**src/rtl/serial_adder_if.sv**
```systemverilog
`default_nettype none
// ============================================================================
// Module   : serial_adder_if
// Purpose  : Start/operand/result bundle between a requester and serial_adder.
// Revision : 1.0
// ============================================================================
interface serial_adder_if #(
    parameter int WIDTH = 8
);
    logic             start;
    logic [WIDTH-1:0] a;
    logic [WIDTH-1:0] b;
    logic             c_in;
    logic             sub;
    logic             busy;
    logic             done;
    logic [WIDTH-1:0] sum;
    logic             c_out;
    logic             overflow;

    modport master (
        output start, a, b, c_in, sub,
        input  busy, done, sum, c_out, overflow
    );

    modport slave (
        input  start, a, b, c_in, sub,
        output busy, done, sum, c_out, overflow
    );
endinterface
`default_nettype wire

```
**src/rtl/serial_adder.sv**
```systemverilog
`default_nettype none
// ============================================================================
// Module   : serial_adder
// Purpose  : Digit-serial adder/subtractor, one DIGIT-bit slice per clock.
// Revision : 1.0
// ============================================================================
module serial_adder #(
    parameter int WIDTH = 8,
    parameter int DIGIT = 1
) (
    input  wire logic      clk,
    input  wire logic      rst,
    serial_adder_if.slave  bus
);
    localparam int N  = WIDTH / DIGIT;
    localparam int CW = (N > 1) ? $clog2(N) : 1;
    localparam logic [CW-1:0] c_last = CW'(N - 1);

    typedef enum logic [0:0] {
        S_IDLE = 1'b0,
        S_RUN  = 1'b1
    } state_t;

    state_t           r_state;
    logic [CW-1:0]    r_count;
    logic [WIDTH-1:0] r_a_sr;
    logic [WIDTH-1:0] r_b_sr;
    logic [WIDTH-1:0] r_psum;
    logic             r_carry;
    logic             r_busy;
    logic             r_done;
    logic [WIDTH-1:0] r_sum;
    logic             r_c_out;
    logic             r_overflow;

    logic [DIGIT:0]   w_dsum;
    logic             w_msb_cin;
    logic [WIDTH-1:0] w_psum_next;

    assign w_dsum = {1'b0, r_a_sr[DIGIT-1:0]}
                  + {1'b0, r_b_sr[DIGIT-1:0]}
                  + {{DIGIT{1'b0}}, r_carry};

    // Carry into the top bit of the slice, recovered from its sum bit.
    assign w_msb_cin = r_a_sr[DIGIT-1] ^ r_b_sr[DIGIT-1] ^ w_dsum[DIGIT-1];

    generate
        if (DIGIT < WIDTH) begin : g_psum_shift
            assign w_psum_next = {w_dsum[DIGIT-1:0], r_psum[WIDTH-1:DIGIT]};
        end else begin : g_psum_full
            assign w_psum_next = w_dsum[DIGIT-1:0];
        end
    endgenerate

    always_ff @(posedge clk) begin
        if (rst) begin
            r_state    <= S_IDLE;
            r_count    <= '0;
            r_a_sr     <= '0;
            r_b_sr     <= '0;
            r_psum     <= '0;
            r_carry    <= 1'b0;
            r_busy     <= 1'b0;
            r_done     <= 1'b0;
            r_sum      <= '0;
            r_c_out    <= 1'b0;
            r_overflow <= 1'b0;
        end else begin
            r_done <= 1'b0;
            case (r_state)
                S_IDLE: begin
                    if (bus.start) begin
                        r_a_sr  <= bus.a;
                        r_b_sr  <= bus.sub ? ~bus.b : bus.b;
                        r_carry <= bus.c_in ^ bus.sub;
                        r_count <= '0;
                        r_busy  <= 1'b1;
                        r_state <= S_RUN;
                    end
                end
                S_RUN: begin
                    r_a_sr  <= r_a_sr >> DIGIT;
                    r_b_sr  <= r_b_sr >> DIGIT;
                    r_psum  <= w_psum_next;
                    r_carry <= w_dsum[DIGIT];
                    r_count <= r_count + CW'(1);
                    if (r_count == c_last) begin
                        r_sum      <= w_psum_next;
                        r_c_out    <= w_dsum[DIGIT];
                        r_overflow <= w_msb_cin ^ w_dsum[DIGIT];
                        r_count    <= '0;
                        r_busy     <= 1'b0;
                        r_done     <= 1'b1;
                        r_state    <= S_IDLE;
                    end
                end
                default: r_state <= S_IDLE;
            endcase
        end
    end

    assign bus.busy     = r_busy;
    assign bus.done     = r_done;
    assign bus.sum      = r_sum;
    assign bus.c_out    = r_c_out;
    assign bus.overflow = r_overflow;
endmodule
`default_nettype wire
```
**src/flat_wrapper.sv**
```systemverilog
// flat-port wrapper written by rule: the top's interface ports become plain ports
module serial_adder_flat 
#(
    parameter int WIDTH = 8,
    parameter int DIGIT = 1
)
  (clk, rst, bus_start, bus_a, bus_b, bus_c_in, bus_sub, bus_busy, bus_done, bus_sum, bus_c_out, bus_overflow);
  serial_adder_if #(.WIDTH(WIDTH)) bus_i ();
  input  wire logic clk;
  input  wire logic rst;
  input wire logic [$bits(bus_i.start)-1:0] bus_start;
  input wire logic [$bits(bus_i.a)-1:0] bus_a;
  input wire logic [$bits(bus_i.b)-1:0] bus_b;
  input wire logic [$bits(bus_i.c_in)-1:0] bus_c_in;
  input wire logic [$bits(bus_i.sub)-1:0] bus_sub;
  output wire logic [$bits(bus_i.busy)-1:0] bus_busy;
  output wire logic [$bits(bus_i.done)-1:0] bus_done;
  output wire logic [$bits(bus_i.sum)-1:0] bus_sum;
  output wire logic [$bits(bus_i.c_out)-1:0] bus_c_out;
  output wire logic [$bits(bus_i.overflow)-1:0] bus_overflow;
  assign bus_i.start = bus_start;
  assign bus_i.a = bus_a;
  assign bus_i.b = bus_b;
  assign bus_i.c_in = bus_c_in;
  assign bus_i.sub = bus_sub;
  assign bus_busy = bus_i.busy;
  assign bus_done = bus_i.done;
  assign bus_sum = bus_i.sum;
  assign bus_c_out = bus_i.c_out;
  assign bus_overflow = bus_i.overflow;
  serial_adder #(.WIDTH(WIDTH), .DIGIT(DIGIT)) u_core (.clk(clk), .rst(rst), .bus(bus_i));
endmodule
```
**config.mk**
```make
export PLATFORM = sky130hd
export DESIGN_NAME = serial_adder_flat
export DESIGN_NICKNAME = d
export VERILOG_FILES = /design/src/rtl/serial_adder_if.sv /design/src/rtl/serial_adder.sv /design/src/flat_wrapper.sv
export SDC_FILE = /design/constraint.sdc
export NUM_CORES = 1
export LEC_CHECK = 0
export CAP_MARGIN = 0
export CORE_ASPECT_RATIO = 0.75
export CORE_MARGIN = 1
export CORE_UTILIZATION = 55
export CTS_CLUSTER_DIAMETER = 50
export DETAILED_ROUTE_END_ITERATION = 8
export PLACE_DENSITY = 0.83
export SYNTH_ARGS = -nofsm -noshare
export SYNTH_HDL_FRONTEND = slang
export SYNTH_SLANG_ARGS = --single-unit
```
**constraint.sdc**
```tcl
create_clock -name clk -period 2.68 [get_ports clk]
set_input_delay 0.536 -clock clk [delete_from_list [all_inputs] [get_ports clk]]
set_output_delay 0.536 -clock clk [all_outputs]
set_load 0.01 [all_outputs]
```
==> results.ini <==
[clock_tree]
cts_resized = 0
cts_buffers = 5
clockBufferDepth = 2
insertion_delay_ps = 280
cts.clk_slew.worst_paths_ps = 70
ctsRootBufferMaster = clkbuf_8
numClockSinks = 40
cts_setup_buffers = 0
cts_max_level = 2
holdBufCountCts = 0
cts_tree = done

[pwr]
combPwrFrac_pct = 13.2
p_leak_nw = 0.844
p_int_uw = 916
clkPwrFrac_pct = 33.6
power_density_mw_per_mm2 = 555
switchingPower_uw = 284
p_sw_share_pct = 23.6
sequentialPowerShare_pct = 53.2
power_mw = 1.20
ir_drop_uv = 332

[synthesis]
ys_seq_elements = 40
async_reset_ff_share_pct = 0
synth_area_leaders = dfxtp_1 45%, mux2i_1 13%, nand2_1 5.9%
netlist.area_leader.share_pct = 44.8
syn_inst = 183
synth_area_mm2 = 0.00179
synth_edf_count = 0
synth_fp_nets = 208
yosys_warnings = 0
synth_top_area_cell = dfxtp_1
synth_cell_type_count = 26
syn_avg_cell_area_um2 = 9.78
ys_dominant_reg_cell = dfxtp_1
ys_seq_area_share_pct = 44.8

[placement]
place_area_mm2 = 0.00207
gp_congestion = 0.708
io_buffers = 32
dp.cells = 243
dpl.hpwl_um = 2370

[layout]
layout-drive-gt1-share_pct = 8.45
area_growth_pct = 20.8
diodes = 0
seqCellArea_um2 = 801
fin_cells = 251
nFillCells = 235
multi_input_area_um2 = 868
nets = 237
fin_area_mm2 = 0.00216

[sta]
hold_ws_ps = 458
slew_headroom_pct = 59.1
final_hold_viol_count = 0
tns_ps = 0
worst-slew-pin-transition_ps = 613
max_freq_mhz = 550
post-route-period-util_pct = 67.9
fin_skew_ps = 2.07
finalCriticalPeriod_ps = 1820
setup_viol_count_final = 0
slew_viol_final = 0
rsz0062_at_grt = false

[routing]
via_count = 1335
drtIter0Drc = 40
drtAntennaViolNets = 0
wl_per_cell_um = 13.4
drt_wl_total_um = 3360
firstDrtPassIters = 6
drc = 0
viasPerCell = 5.32

[global_routing]
antenna_found_initial = 0
grt_pass1_vias = 1313
overflow = 0
grt_pass1_wl_um = 5830
track_usage_pct = 22.4
grt_max_degree = 39

[die]
coreArea_mm2 = 0.00302
die_y_um = 51.4
num_rows = 17
die_area_mm2 = 0.00349
fp.dieW_um = 67.9
initial_core_util_pct = 59.2
ios = 33

[critical_path]
r2r_setup_slack_ps = 1140
path_class = primary input to flop
cp.arrival_ps = 1960
crit_path_end_kind = flop
startpoint = bus_start
endpoint = u_core.r_b_sr[0]$_SDFFE_PP0P_
crit_required_ps = 2820
startpoint_type = primary input
critical_path.max_fanout = 16
r2r_cells = 4
timing.rr.start = u_core.r_b_sr[0]$_SDFFE_PP0P_
r2r_end = u_core.bus.overflow$_SDFFE_PP0P_

[run]
drv_cap = 0

[min_path]
holdCritPathClass = flop to flop
min_from = u_core.bus.sum[1]$_SDFFE_PP0P_

[run_status]
status = completed

layout make-up:
type | instances | share of cell area, %
Multi-Input combinational cell | 128 | 40.2
Tap cell | 38 | 2.20
Clock buffer | 8 | 4.17
Inverter | 1 | 0.174
Sequential cell | 40 | 37.1
Timing Repair Buffer | 36 | 16.2
cell usage after synthesis (2+ instances only):
cell type / number
a211oi_1: 2
xnor2_1: 4
nand2_1: 28
dfxtp_1: 40
buf_2: 4
mux2_4: 3
mux2i_1: 24
o22ai_1: 8
ha_1: 3
mux2_2: 4
buf_6: 2
buf_12: 2
nor2_1: 23
clkbuf_1: 2
buf_4: 3
a21oi_1: 13
xor2_1: 8
nor3b_1: 2
per-layer routing:
layer / global-route usage [%] / routed length [um]
met2: 35.6 / 1530
met3: 6.25 / 126
met5: 0 / 0
met4: 6.60 / 38
met1: 29.4 / 1660
power groups by stage:
stage          combinational (mW)  sequential (mW)  clock (mW)
2_1_floorplan               0.121            0.643           0
3_3_place_gp                0.153            0.649           0
3_5_place_dp                0.158            0.651           0
4_1_cts                     0.160            0.638       0.407
5_1_grt                     0.174            0.641       0.439
6_report                    0.159            0.638       0.403
worst max-delay path, stage by stage:
cell and delay (ps):
clkdlybuf4s50_1 730, buf_4 330, mux2i_1 250, o22ai_1 100
kinds of logic after synthesis:
group,synth area share [%]
AND/OR/NAND/NOR,13.3
flip-flops,44.8
multiplexers,18.5
AO/OA/AOI/OAI,7.69
buffers and inverters,6.71
XOR/XNOR,5.87
adder cells (fa/ha/maj),3.22
state kept, by name (all words and copies together), names as in the netlist, 3 cells and up:
| name | cells |
|---|---|
| u_core.r_count | 3 |
| u_core.r_psum | 7 |
| u_core.r_a_sr | 8 |
| u_core.bus.sum | 8 |
| u_core.r_b_sr | 8 |
through the flow:
step	util [%]	setup slack, ps
floorplan	-	1290
global placement	68.6	695
CTS	71.5	875
finish	71.5	861
detailed placement	68.6	593
global route	71.5	775
worst min-delay path by stage:
stage / slack (ps) / to / depth (start not counted)
final: 460 / u_core.bus.sum[1]$_SDFFE_PP0P_ / 2
after global routing: 480 / u_core.bus.sum[5]$_SDFFE_PP0P_ / 2
after CTS: 460 / u_core.bus.sum[4]$_SDFFE_PP0P_ / 2
after detailed placement: 450 / u_core.bus.sum[2]$_SDFFE_PP0P_ / 2
after global placement: 450 / u_core.bus.sum[3]$_SDFFE_PP0P_ / 2
after floorplan: 430 / u_core.bus.sum[0]$_SDFFE_PP0P_ / 2
placed cells by master (no fill, tap or decap):
master,instances
clkdlybuf4s50_1,32
a211oi_1,2
mux2i_1,24
mux2_2,4
clkbuf_1,2
xor2_1,8
nor3b_2,1
o22ai_1,8
nor3b_1,2
and2_1,1
mux2_4,3
nand2_1,28
clkbuf_8,6
nand2b_1,1
inv_1,1
buf_4,4
xnor2_1,4
a21oi_1,13
fa_1,1
ha_1,3
dfxtp_1,40
o21bai_1,1
nor2_1,23
or2_0,1
Power figures use the tool's default switching activity.
